--- src/rtl/ibex_rf_wr_arbiter.sv ---
// ibex_rf_wr_arbiter
// Shares the single register-file write port between EX writeback and LSU
// load writeback (round-robin on conflict). After every reset an optional
// sweep writes InitValue to registers 1..NUM_WORDS-1. The write port is
// driven from a registered output stage.

module ibex_rf_wr_arbiter #(
  parameter bit                   RV32E       = 1'b0,
  parameter int unsigned          DataWidth   = 32,
  parameter bit                   InitOnReset = 1'b1,
  parameter logic [DataWidth-1:0] InitValue   = '0
) (
  input  logic                 clk_i,
  input  logic                 rst_i,

  input  logic                 ex_valid_i,
  input  logic [4:0]           ex_waddr_i,
  input  logic [DataWidth-1:0] ex_wdata_i,
  output logic                 ex_ready_o,

  input  logic                 lsu_valid_i,
  input  logic [4:0]           lsu_waddr_i,
  input  logic [DataWidth-1:0] lsu_wdata_i,
  output logic                 lsu_ready_o,

  output logic                 rf_we_o,
  output logic [4:0]           rf_waddr_o,
  output logic [DataWidth-1:0] rf_wdata_o,

  output logic                 init_busy_o,
  output logic                 illegal_waddr_o
);

  localparam int unsigned NumWords = RV32E ? 16 : 32;
  localparam logic [4:0]  LastAddr = 5'(NumWords - 1);

  typedef enum logic {
    StInit = 1'b0,
    StRun  = 1'b1
  } state_e;

  localparam state_e ResetState = InitOnReset ? StInit : StRun;

  state_e               state_q, state_d;
  logic [4:0]           cnt_q, cnt_d;
  logic                 prio_q, prio_d;
  logic                 rf_we_q, rf_we_d;
  logic [4:0]           rf_waddr_q, rf_waddr_d;
  logic [DataWidth-1:0] rf_wdata_q, rf_wdata_d;
  logic                 illegal_q, illegal_d;

  logic                 is_run_s;
  logic                 grant_ex_s;
  logic                 grant_lsu_s;
  logic                 accept_s;
  logic [4:0]           acc_waddr_s;
  logic [DataWidth-1:0] acc_wdata_s;
  logic                 acc_illegal_s;

  // Ready is suppressed while reset is held, even when the FSM resets into RUN.
  assign is_run_s = (state_q == StRun) & ~rst_i;

  // Arbitration depends only on the valids and the pointer, never on addr/data.
  assign grant_ex_s  = ex_valid_i  & (~lsu_valid_i | ~prio_q);
  assign grant_lsu_s = lsu_valid_i & (~ex_valid_i  |  prio_q);
  assign accept_s    = grant_ex_s | grant_lsu_s;

  assign ex_ready_o  = is_run_s & grant_ex_s;
  assign lsu_ready_o = is_run_s & grant_lsu_s;

  assign acc_waddr_s   = grant_ex_s ? ex_waddr_i : lsu_waddr_i;
  assign acc_wdata_s   = grant_ex_s ? ex_wdata_i : lsu_wdata_i;
  // Only the 16-register configuration has addresses outside the file.
  assign acc_illegal_s = RV32E & acc_waddr_s[4];

  // Next-state logic for the sweep/run FSM, the pointer and the output stage.
  always_comb begin
    state_d    = state_q;
    cnt_d      = cnt_q;
    prio_d     = prio_q;
    rf_we_d    = 1'b0;
    rf_waddr_d = rf_waddr_q;
    rf_wdata_d = rf_wdata_q;
    illegal_d  = 1'b0;

    case (state_q)
      StInit: begin
        rf_we_d    = 1'b1;
        rf_waddr_d = cnt_q;
        rf_wdata_d = InitValue;
        cnt_d      = cnt_q + 5'd1;
        if (cnt_q == LastAddr) begin
          state_d = StRun;
        end else begin
          state_d = StInit;
        end
      end

      StRun: begin
        // On a conflict the winner was prio_q, so toggling points at the loser.
        if (ex_valid_i & lsu_valid_i) begin
          prio_d = ~prio_q;
        end else begin
          prio_d = prio_q;
        end

        if (accept_s) begin
          if (acc_illegal_s) begin
            illegal_d = 1'b1;
          end else if (acc_waddr_s != 5'd0) begin
            rf_we_d    = 1'b1;
            rf_waddr_d = acc_waddr_s;
            rf_wdata_d = acc_wdata_s;
          end else begin
            // x0 is hard-wired: handshake completes with no write.
            rf_we_d = 1'b0;
          end
        end else begin
          rf_we_d = 1'b0;
        end
      end

      default: begin
        state_d = ResetState;
      end
    endcase
  end

  // State and output registers; reset discards any pending write.
  always_ff @(posedge clk_i or posedge rst_i) begin
    if (rst_i) begin
      state_q    <= ResetState;
      cnt_q      <= 5'd1;
      prio_q     <= 1'b0;
      rf_we_q    <= 1'b0;
      rf_waddr_q <= 5'd0;
      rf_wdata_q <= '0;
      illegal_q  <= 1'b0;
    end else begin
      state_q    <= state_d;
      cnt_q      <= cnt_d;
      prio_q     <= prio_d;
      rf_we_q    <= rf_we_d;
      rf_waddr_q <= rf_waddr_d;
      rf_wdata_q <= rf_wdata_d;
      illegal_q  <= illegal_d;
    end
  end

  assign rf_we_o         = rf_we_q;
  assign rf_waddr_o      = rf_waddr_q;
  assign rf_wdata_o      = rf_wdata_q;
  assign illegal_waddr_o = illegal_q;
  assign init_busy_o     = (state_q == StInit);

endmodule

--- config.mk ---
export PLATFORM = sky130hd
export DESIGN_NAME = ibex_rf_wr_arbiter
export DESIGN_NICKNAME = d
export VERILOG_FILES = /design/src/rtl/ibex_rf_wr_arbiter.sv
export SDC_FILE = /design/constraint.sdc
export NUM_CORES = 1
export LEC_CHECK = 0
export BUFFER_PORTS_ARGS = -buffer_cell sky130_fd_sc_hd__clkbuf_2
export CAP_MARGIN = 5
export CORE_ASPECT_RATIO = 1.75
export CORE_MARGIN = 3
export CORE_UTILIZATION = 30
export DETAILED_ROUTE_END_ITERATION = 10
export PLACE_DENSITY = 0.58
export SLEW_MARGIN = 40
export SYNTH_ARGS = -nofsm -noshare
export SYNTH_HDL_FRONTEND = slang
export SYNTH_SLANG_ARGS = --single-unit
--- constraint.sdc ---
create_clock -name clk_i -period 2.75 [get_ports clk_i]
set_input_delay 0.275 -clock clk_i [delete_from_list [all_inputs] [get_ports clk_i]]
set_output_delay 0.275 -clock clk_i [all_outputs]
set_load 0.02 [all_outputs]
==> results.md, run 1 <==
- The flow ran to the end, and the final reports show no timing, DRC or antenna violations.
- Among all flip-flop cells after synthesis, the most frequent one is dfrtp_1.
- The maximum clock skew at final layout is 0.00521 ns.
- Of the total synthesized cell area, the portion taken by AND, OR, NAND and NOR gates is 0.169.
- Data on the critical path arrives at its endpoint at 1.86 ns.
- The number of antenna diodes in the final layout is 0.
- Dividing the final minimum period by the clock period gives 0.775.
- Based on the critical path, the design can be clocked at up to 469 MHz.
- The average cell area after synthesis is 12.7 um2.
- The number of distinct library cells after synthesis is 39.
- The leakage power of the design is 1.57 nW.
- The number of antenna violations at the first check in global routing is 0.
- For this design, the sink count on the clock tree is 45.
- In the global route stage, overall resource usage came out at 0.143.
- The count of H-tree levels built during CTS is 2.
- After detailed routing, the total wire length is 7220 um.
- Synthesis produced 214 cells.
- The worst setup path is launched from a flip-flop.
- The fraction of final layout cells with drive strength greater than 1 is 0.632.
- The wire length of the first global-routing pass is 11600 um.
- From synthesis to final layout, the design area changed by 29.2%.
- In this run, synthesis inferred 0 flip-flops with an integrated enable.
- The max-slew violation count came to 0.
- In the final layout, the multi-input gates occupy 1420 um2.
- The mux cell area share after synthesis is 0.126.
- The die is 132 um tall.
- The synthesized design contains 45 register bits.
- The remaining routing DRC violations is 0.
- The pin count of the biggest net entering global routing is 43.
- The via-per-instance ratio is 4.85.
- The CTS buffer count is 5.
- The detailed router finished its first iteration with 35 violations.
- For this configuration, the core starts out at a cell density of 0.312.
- The hold buffer count at cts is 0.
- The CTS tree is built.
- The number of warnings printed during yosys synthesis is 0.
- The total number of vias is 2134.
- The power per unit of standard cell area is 814 nW/um2.
- The class of the worst hold path is in -> async.
- The library cell used most frequently in the layout, excluding fill and tap cells, is clkbuf_2.
- Subtracting the final worst setup slack from the clock period gives 2.13 ns.
- During placement, the flow inserted port buffers numbering 118.
- The overall die area is 10300 um2.
- The post-route total power is 2.86 mW.
- The main combinational cell family by area after synthesis is compound AO/OA/AOI/OAI gates.
- The async set or reset register ratio after synthesis is 1.00.
- The clock latency on the worst-skew pair is 0.28 ns.
- The count of nets left with antenna violations once routing finished came out at 0.
- The slew of the pin with the lowest slew margin is 0.651 ns.
- In the final routed layout, each cell accounts on average for 16.4 um.
- Setup repair after global routing left no endpoint under its margin.
- For the worst setup path, the data required time is 2.48 ns.
- Across the VDD grid, the largest voltage drop is 0.328 mV.
- In this run the cell area of the synthesized design comes to 2720 um2.
- The count of filler cells inserted in the layout is 885.
- The sequential-to-total area share from yosys stat is 0.415.
- Gates resized during post-CTS repair numbered 0.
- The critical path class is reg -> out.
- The endpoint kind of the worst setup timing path is an output port.
- The floorplan core area is 8730 um2.
- Measured against its own limit, the worst slew margin works out to 0.566.
- The final-report setup violation count is 0.
- The library cells used most frequently in the layout, excluding fill and tap cells, are clkbuf_2, dfrtp_1, mux2i_1.
- The synthesized-area fraction occupied by xor and xnor cells is 0.0129.
- The final layout net count is 402.
- The site row count is 45.
- The clock slew seen by the registers of the worst setup and hold paths is 0.06 ns.
- The post-synthesis adder-cell area fraction is 0.00920.
- The clock passes through at most 2 buffers.
- The HPWL after detailed placement is 5330 um.
- The tree is rooted in a clkbuf_16.
- Across the whole layout, storage elements account for 1130 um2.
- Adding up every negative setup slack in the final design gives 0 ns.
- The synthesized-area fraction occupied by ao, oa, aoi and oai cells is 0.200.
- The final count of hold timing violations came to 0.
- The number of nets produced by synthesis is 294.
- Across the run, the number of max-cap violations was 0.
- The final estimated routing congestion in global placement is 0.783.
- The number of I/O pins is 120.
- The setup fix buffers added after clock tree synthesis is 0.
- The largest fanout of any net on the critical path is 42.
- The total overflow reported by the global router is 0.
- The die is 78.0 um wide.
- The via count of the first global-routing pass is 2318.
- The count of TritonRoute iterations in the first routing pass is 4.
==> power by group <==
group / switching (mW) / leakage, nW / internal, mW
sequential: 0.145 / 0.514 / 0.850
combinational: 0.696 / 0.967 / 0.471
clock: 0.244 / 0.0841 / 0.454
total: 1.08 / 1.57 / 1.78
==> state kept, by name (all words and copies together), names as in the netlist <==
name        count
state_q         1
prio_q          1
rf_we_o         1
rf_waddr_o      5
rf_wdata_o     32
cnt_q           5
==> through the flow <==
step | utilization | hold WS, ns | cell area (um2) | instances | setup WS, ns
after floorplan | - | 0.453 | 2720 | 214 | 0.786
after CTS | 0.402 | 0.0169 | 3510 | 440 | 0.601
after detailed placement | 0.383 | 0.332 | 3340 | 432 | 0.544
final | 0.402 | 0.00351 | 3510 | 440 | 0.619
after global routing | 0.402 | 0.0389 | 3510 | 440 | 0.506
after global placement | 0.382 | 0.323 | 3330 | 432 | 0.637
==> routing by layer <==
| layer | up-vias | GRT usage | wire length [um] |
|---|---|---|---|
| met1 | 1047 | 0.148 | 2590 |
| li1 | 1017 | - | - |
| met4 | 0 | 0.0584 | 201 |
| met5 | - | 0 | 0 |
| met2 | 57 | 0.272 | 4130 |
| met3 | 13 | 0.0274 | 298 |
==> area by class of cell <==
| type | instances | area share |
|---|---|---|
| Multi-Input combinational cell | 145 | 0.404 |
| Sequential cell | 45 | 0.321 |
| Timing Repair Buffer | 123 | 0.182 |
| Tap cell | 117 | 0.0417 |
| Clock buffer | 7 | 0.0406 |
| Clock inverter | 1 | 0.00855 |
| Inverter | 2 | 0.00214 |
==> critical path, cell delays in order (launching register included) <==
cell and delay (ns):
dfrtp_1 0.43, a21boi_4 0.16, buf_4 0.55, and3_1 0.25
clkbuf_2 0.17
==> path summary, 6_finish.rpt <==
path                                              endpoint  slack [ns]  cells after the start            startpoint
worst max-delay path                            ex_ready_o        0.62                      4    prio_q$_DFFE_PP0P_
worst min-delay path             rf_wdata_o[2]$_DFFE_PP0P_       0.004                      2                 rst_i
worst max register to register  rf_wdata_o[22]$_DFFE_PP0P_        0.64                      5    prio_q$_DFFE_PP0P_
worst min register to register        cnt_q[0]$_DFFE_PP1N_        0.51                      1  cnt_q[0]$_DFFE_PP1N_
max in group asynchronous             cnt_q[0]$_DFFE_PP1N_        1.97                      3                 rst_i
min in group clk_i                      prio_q$_DFFE_PP0P_        0.29                      3            ex_valid_i
==> synth_stat cells, types with 3 or more instances <==
cell type   n  area, um2
a211oi_2   30        375
a221oi_1    3       26.3
buf_2       3       15.0
buf_6      10        113
clkbuf_1    4       15.0
dfrtp_1    44       1100
mux2i_1    32        320
nand2_1     4       15.0
nand3_1     4       20.0
nor2b_1     3       18.8
nor3_1      5       25.0
nor3_2     30        300
o31ai_1     3       22.5
xnor2_1     4       35.0
==> cells by family after synthesis <==
| logic type | count (synthesis) |
|---|---|
| buffers and inverters | 24 |
| multiplexers | 34 |
| flip-flops | 45 |
| AO/OA/AOI/OAI | 47 |
| XOR/XNOR | 4 |
| other | 1 |
| AND/OR/NAND/NOR | 57 |
| adder cells (fa/ha/maj) | 2 |
(Power assumes the default switching activity.)
==> run 2, diff against run 1 <==
Settings changed: ABC_AREA set to 1.
Clock period 2.75 ns to 2.2 ns, I/O delays scaled along.
==> results.md, run 2 <==
- The total overflow reported by the global router is 0.
- For this block, wires on met1 add up to 2970 um.
- The slew of the pin with the lowest slew margin is 0.593 ns.
- For this block, the routed nets add up to 8450 um of wire.
- The flow ran to the end, and the final reports show no timing, DRC or antenna violations.
- The count of flip-flops with a built-in enable after synthesis is 0.
- The biggest area consumer among synthesized cells is dfrtp_1.
- The dominant delay contributor by cell family on the critical path is simple AND/OR/NAND/NOR gates.
- In this run the mean area of a mapped cell was 7.63 um2.
- Together, buffers and inverters on the worst path number 2.
- The startpoint of the most critical setup path is prio_q$_DFFE_PP0P_.
- Summed over all cells, the static leakage comes to 1.96 nW.
- For the worst setup path, the data required time is 1.98 ns.
- The post-cts resize count is 0.
- Buffers placed on the I/O ports in this run total 118.
- The die span in y is 133 um.
- The final layout contains 551 nets.
- The number of antenna violations at the first check in global routing is 0.
- The async set or reset register ratio after synthesis is 1.00.
- The number of hold buffers added after CTS was 0.
- The register share of total power is 0.365.
- In the final layout, flip-flops and latches occupy 1130 um2.
- The number of nets produced by synthesis is 444.
- The relative slew slack is 0.604.
- The cell count after synthesis came out at 364.
- The final-report setup violation count is 0.
- The final estimated routing congestion in global placement is 0.771.
- The H-tree generated during clock tree synthesis spans 2 levels.
- The routed design uses 4880 um of met2 wire.
- The core region is 8840 um2.
- The total negative slack is 0 ns.
- The post-route total power is 2.94 mW.
- The reg-to-reg setup timing slack is 0.41 ns.
- Detailed placement finished with a half-perimeter wire length of 6440 um.
- The cell area after synthesis is 2780 um2.
- Compared with the post-synthesis result, the final layout area differs by 30.5%.
- The critical path ends at ex_ready_o.
- The tightest min-delay check is of the in -> async type.
- The number of cells on the worst reg-to-reg path is 9.
- The first global-routing pass estimated 13500 um of wire.
- The tree is rooted in a clkbuf_16.
- The area of the multi-input gates is 1380 um2.
- The later pin in the worst-skew pair is clocked with a latency of 0.29 ns.
- 120 I/O pins were placed.
- The final instance area is 3630 um2.
- The most common cell in the synthesized netlist is nand2_1.
- In this run, distinct cell masters in the synthesized netlist total 29.
- The remaining routing DRC violations is 0.
- The number of register bits inferred by synthesis is 45.
- The chip width is 78.8 um.
- Across the routed clock network, the largest skew measured is 0.00769 ns.
- The Yosys step of the flow raised 0 warnings.
- The CTS buffer count is 5.
- The number of nets with antenna violations after routing is 0.
- The number of flip-flops in the largest register is 32.
- The effective utilization at floorplan is 0.314.
- The share of total power dissipated in the clock network is 0.299.
- The total number of vias is 2825.
- In the final layout, the share of cells above drive strength 1 is 0.369.
- Of the total power, the share spent switching nets is 0.353.
- The end of the worst register-to-register path is rf_wdata_o[26]$_DFFE_PP0P_.
- The highest layer touched by signal routing is met4.
- In this run the critical register-to-register path is launched from prio_q$_DFFE_PP0P_.
- The sequential-to-total area share from yosys stat is 0.406.
- The predominant post-synthesis flop cell is dfrtp_1.
- The count of filler cells inserted in the layout is 952.
- The final count of hold timing violations is 0.
- STA classifies the critical path startpoint as a flip-flop.
- The clock passes through at most 2 buffers.
- IR analysis of the VDD net gives a maximum drop of 0.313 mV.
- TritonCTS built the clock tree.
- The site row count is 45.
- After clock tree synthesis, the setup repair step added 0 buffers.
- Of the available clock period, the critical path in the final layout requires 0.859.
- In the layout the commonest cells are clkbuf_2, nand2_1, nand3_1.
- The power spent charging and discharging nets is 1.04 mW.
- 0 antenna diodes ended up in the layout.
- The violation count after the first detailed-routing iteration is 112.
- The largest fanout of any net on the critical path is 26.
- The tool flagged a number of max-cap violations equal to 0.
- STA classifies the critical path endpoint as an output port.
- The final critical delay including setup and external delays is 1.89 ns.
- The achievable clock frequency is 529 MHz.
- The slowest stage of the critical path belongs to the cell dfrtp_1.
- The power share of the combinational group is 0.337.
- The pin count of the biggest net entering global routing is 46.
- Internal power comes to 1.90 mW.
- Clock tree synthesis found a total of 45 sinks.
- Power spread over the standard cell area amounts to 811 nW/um2.
- After synthesis, the cell types taking the most area are dfrtp_1, nand3_1, nand2_1.
- The mean routed wirelength per cell is 14.4 um.
- The biggest cell delay along the critical path is 0.37 ns.
- After clock tree synthesis, the clock-pin slew on the worst setup and hold paths is 0.07 ns.
- Across every metal layer, demand over resource in global routing totals 0.165.
- The total number of cells along the worst setup path is 5.
- By count the netlist is led by nand2_1, nand3_1, dfrtp_1.
- The via count of the first global-routing pass came to 2726.
- At the worst endpoint, the arrival time is 1.67 ns.
- The leading cell type in the layout, fill and taps excluded is clkbuf_2.
- After detailed placement, the total cell area comes to 3450 um2.
- The critical path class is reg -> out.
- Wire segments on met3 add up to 355 um in the final route.
- Before antenna repair, the detailed router went through 5 iterations.
- Walking the worst path, the cells encountered are nand2_1, nand2_2, buf_4, nor3_1, clkbuf_2.
- The overall die area is 10500 um2.
- In the routed layout, each cell is associated on average with a via count of 4.80.
- Setup repair after global routing left no endpoint under its margin.
- The max-slew violation count is 0.
- The area share of the largest cell type after synthesis is 0.396.
## run 2: cell count changes after synthesis, moves of 4 or more
cell and delta:
mux2i_1 -32, clkbuf_1 +11, o21ai_0 +5, inv_1 +17, a211oi_2 -30, nor3_2 -30
a21oi_1 +33, nand3_2 +22, buf_6 -5, nand3_1 +86, nand2_1 +92, nand2_2 +4
## run 2: per-stage QoR
| step | hold WS, ns | cells | setup slack (ns) | utilization |
|---|---|---|---|---|
| 6_report | 0.138 | 589 | 0.310 | 0.410 |
| 5_1_grt | 0.205 | 589 | 0.0856 | 0.410 |
| 4_1_cts | 0.163 | 589 | 0.283 | 0.410 |
| 3_5_place_dp | 0.472 | 581 | 0.378 | 0.390 |
| 3_3_place_gp | 0.466 | 581 | 0.428 | 0.390 |
| 2_1_floorplan | 0.397 | 364 | 0.265 | - |
## run 2: worst min-delay path by stage
stage	startpoint	endpoint	slack, ns	cells after the start
2_1_floorplan	lsu_valid_i	prio_q$_DFFE_PP0P_	0.40	2
3_3_place_gp	rst_i	cnt_q[4]$_DFFE_PP0N_	0.47	3
3_5_place_dp	rst_i	cnt_q[4]$_DFFE_PP0N_	0.47	3
4_1_cts	rst_i	cnt_q[2]$_DFFE_PP0N_	0.16	3
5_1_grt	rst_i	cnt_q[2]$_DFFE_PP0N_	0.20	3
6_report	rst_i	rf_wdata_o[22]$_DFFE_PP0P_	0.14	3
## run 2: power groups by stage
| stage | registers [mW] | logic (mW) | clock network, mW |
|---|---|---|---|
| 2_1_floorplan | 1.24 | 0.488 | 0 |
| 3_3_place_gp | 1.09 | 0.994 | 0 |
| 3_5_place_dp | 1.09 | 1.01 | 0 |
| 4_1_cts | 1.08 | 1.01 | 0.901 |
| 5_1_grt | 1.09 | 1.10 | 0.931 |
| 6_report | 1.07 | 0.990 | 0.878 |
## run 2: worst register-to-register path: cells and delay by family (launching register included)
kind | cells | cell delay (ns)
AO/OA/AOI/OAI | 1 | 0.31
buffers and inverters | 2 | 0.40
flip-flops | 1 | 0.37
AND/OR/NAND/NOR | 6 | 0.64
## run 2: metal layers
metal  track usage  vias up
met2         0.314       91
met5             0        -
met4        0.0749        0
li1              -     1416
met1         0.175     1302
met3        0.0196       16
## run 2: area by class of cell
class / count / share of cell area
clock buffer: 6 / 0.0383
clock inverter: 2 / 0.0103
inverter: 20 / 0.0207
multi-input combinational: 267 / 0.380
sequential: 45 / 0.311
tap: 117 / 0.0404
timing repair buffer: 132 / 0.199
## run 2: cell families (layout without fill, tap and decap cells)
kind of cell,after synthesis,count (layout),share of synthesized area
AO/OA/AOI/OAI,40,40,0.0743
buffers and inverters,52,160,0.100
XOR/XNOR,3,3,0.00946
flip-flops,45,45,0.406
AND/OR/NAND/NOR,221,221,0.400
adder cells (fa/ha/maj),2,2,0.00900
other,1,1,0.00135
==> run 3, diff against run 2 <==
Settings changed: RECOVER_POWER set to 100.
==> results.md, run 3 (synthesis results as in run 2) <==
- The beginning of the worst register-to-register path is prio_q$_DFFE_PP0P_.
- The count of buffering cells on the critical path with inverters included is 2.
- The slew of the pin with the lowest slew margin is 1.17 ns.
- The number of I/O pins is 120.
- The path class of the tightest hold or removal check is in -> reg.
- Measured along the y axis, the die boundary spans 133 um.
- The first TritonRoute pass finished after 4 iterations.
- Post-CTS repair changed the size of 0 cells.
- The switching fraction of total power is 0.357.
- Timing would allow up to 518 MHz.
- The count of inserted antenna diode cells is 0.
- For the worst setup path, the data arrival time is 1.71 ns.
- The tool flagged a number of max-cap violations equal to 0.
- The pin count of the biggest net entering global routing is 46.
- TritonCTS built the clock tree.
- The final estimated routing congestion in global placement is 0.771.
- The share of total power dissipated in the clock network is 0.303.
- The clock slew seen by the registers of the worst setup and hold paths is 0.06 ns.
- The total number of vias is 2819.
- The remaining routing DRC violations is 0.
- The post-route core utilization is 0.402.
- The startpoint of the tightest hold check path is lsu_valid_i.
- The total number of cells along the worst setup path is 3.
- The final layout net count is 551.
- For this configuration, the core starts out at a cell density of 0.314.
- In the global route stage, overall resource usage came out at 0.165.
- From synthesis to final layout, the design area changed by 27.7%.
- The count of input and output buffers is 118.
- The mean routed wirelength per cell is 14.5 um.
- The clock sink count is 45.
- In this run the standard cell core region covers 8840 um2.
- The tree is rooted in a clkbuf_16.
- After global routing, the most crowded layer is met2.
- The number of antenna violations at the first check in global routing is 0.
- The first global-routing pass estimated 13500 um of wire.
- Clock skew on the completed layout was measured at 0.00819 ns.
- Summed over all failing endpoints, the final setup total negative slack is 0 ns.
- Clock tree synthesis inserted a total of 5 buffers.
- For met2 alone, demand over resource in global routing was 0.314.
- Detailed placement ended at an HPWL of 6440 um.
- The H-tree generated during clock tree synthesis spans 2 levels.
- The final-report setup violation count is 0.
- For this design the total switching power over the nets is 1.03 mW.
- The relative slew slack is 0.223.
- For hold timing, the worst endpoint is prio_q$_DFFE_PP0P_.
- The largest single stage delay on the critical path is 0.62 ns.
- The register share of total power is 0.370.
- The number of flip-flops in the largest register is 32.
- Summed over all cells, the static leakage comes to 1.84 nW.
- The top cell types in the final layout, fill and taps aside, are nand2_1, nand3_1, clkbuf_2.
- The deepest clock path buffer count is 2.
- The overall die area is 10500 um2.
- The worst hold path passes through 3 cells.
- In the final layout, the share of cells above drive strength 1 is 0.267.
- Of all nets on the critical path, the largest fanout is 27.
- The first routing iteration left 98 violations.
- In the global route stage, met3 resource usage came out at 0.0196.
- The via-per-instance ratio is 4.79.
- Of the available clock period, the critical path in the final layout requires 0.877.
- The flow ran to the end, and the final reports show no timing, DRC or antenna violations.
- The final count of hold timing violations is 0.
- The worst IR drop on VDD is 0.305 mV.
- Buffers inserted to repair hold after CTS numbered 0.
- The reg-to-reg setup timing slack is 0.35 ns.
- The path depth of the worst reg2reg path is 10.
- The critical path class is reg -> out.
- The share of total power dissipated in combinational logic is 0.327.
- STA classifies the critical path startpoint as a flip-flop.
- The chip width is 78.8 um.
- The met1 demand-to-capacity share in global routing is 0.175.
- At the worst endpoint, the required time is 1.98 ns.
- The endpoint identified for the worst register-to-register timing path is rf_waddr_o[1]$_DFFE_PP0P_.
- The leading cell type in the layout, fill and taps excluded is nand2_1.
- The clock latency on the worst-skew pair is 0.29 ns.
- The number of nets with antenna violations after routing is 0.
- The power per unit of standard cell area is 817 nW/um2.
- The highest-delay cell along the critical path is inv_1.
- On the critical path the largest part of the delay comes from buffers and inverters.
- The max-slew violation count is 0.
- The endpoint kind of the worst setup timing path is an output port.
- The via count of the first global-routing pass came to 2726.
- The setup fix buffers added after clock tree synthesis is 0.
- The total overflow reported by the global router is 0.
- Walking the worst path, the cells encountered are inv_1, nor3_1, clkbuf_2.
- For this block, the routed nets add up to 8520 um of wire.
- The site row count is 45.
- The final critical delay including setup and external delays is 1.93 ns.
- The cell-internal power is 1.87 mW.
- Setup repair after global routing left no endpoint under its margin.
[run 3: area by class of cell]
cell class | instances | area (um2)
Multi-Input combinational cell | 267 | 1360
Fill cell | 971 | 5290
Clock buffer | 6 | 139
Timing Repair Buffer | 132 | 662
Sequential cell | 45 | 1130
Clock inverter | 2 | 37.5
Inverter | 20 | 75.1
Tap cell | 117 | 146
[run 3: how the worst max path moves through the flow]
stage,startpoint,end,slack [ns]
detailed placement,lsu_valid_i,rf_wdata_o[26]$_DFFE_PP0P_,0.38
global placement,prio_q$_DFFE_PP0P_,rf_wdata_o[27]$_DFFE_PP0P_,0.43
global route,prio_q$_DFFE_PP0P_,ex_ready_o,0.08
finish,state_q$_DFF_PP0_,ex_ready_o,0.27
floorplan,rst_i,lsu_ready_o,0.26
CTS,prio_q$_DFFE_PP0P_,ex_ready_o,0.28
[run 3: worst register-to-register path: stages, from the launching register on]
cell and delay (ns):
dfrtp_1 0.37, nand2_1 0.16, nand2_2 0.21, nand2_1 0.13, nand2_2 0.07, nand2_2 0.10, inv_1 0.05, nand3_2 0.06
clkbuf_4 0.38, nand3_1 0.16, nand2_1 0.10
[run 3: routing by layer]
layer	vias to the layer above	part of all wire	wire length [um]
met5	-	0	0
met4	0	0.029	249
met3	16	0.037	318
met2	78	0.57	4870
met1	1308	0.36	3080
li1	1417	-	-
[run 3: power by group through the flow]
stage                     Sequential (mW)  Clock, mW  Combinational [mW]
after global placement               1.09          0               0.994
final                                1.07      0.878               0.949
after global routing                 1.09      0.931                1.06
after detailed placement             1.09          0                1.01
after CTS                            1.08      0.901                1.01
after floorplan                      1.24          0               0.488
[run 3: metrics by stage]
step	worst slack (ns)	hold WS, ns	cell area, um2	power (mW)	cells
after floorplan	0.265	0.397	2780	1.73	364
after detailed placement	0.378	0.472	3450	2.10	581
after global routing	0.0811	0.283	3550	3.08	589
after global placement	0.428	0.466	3450	2.08	581
after CTS	0.283	0.163	3630	2.99	589
final	0.270	0.255	3550	2.90	589
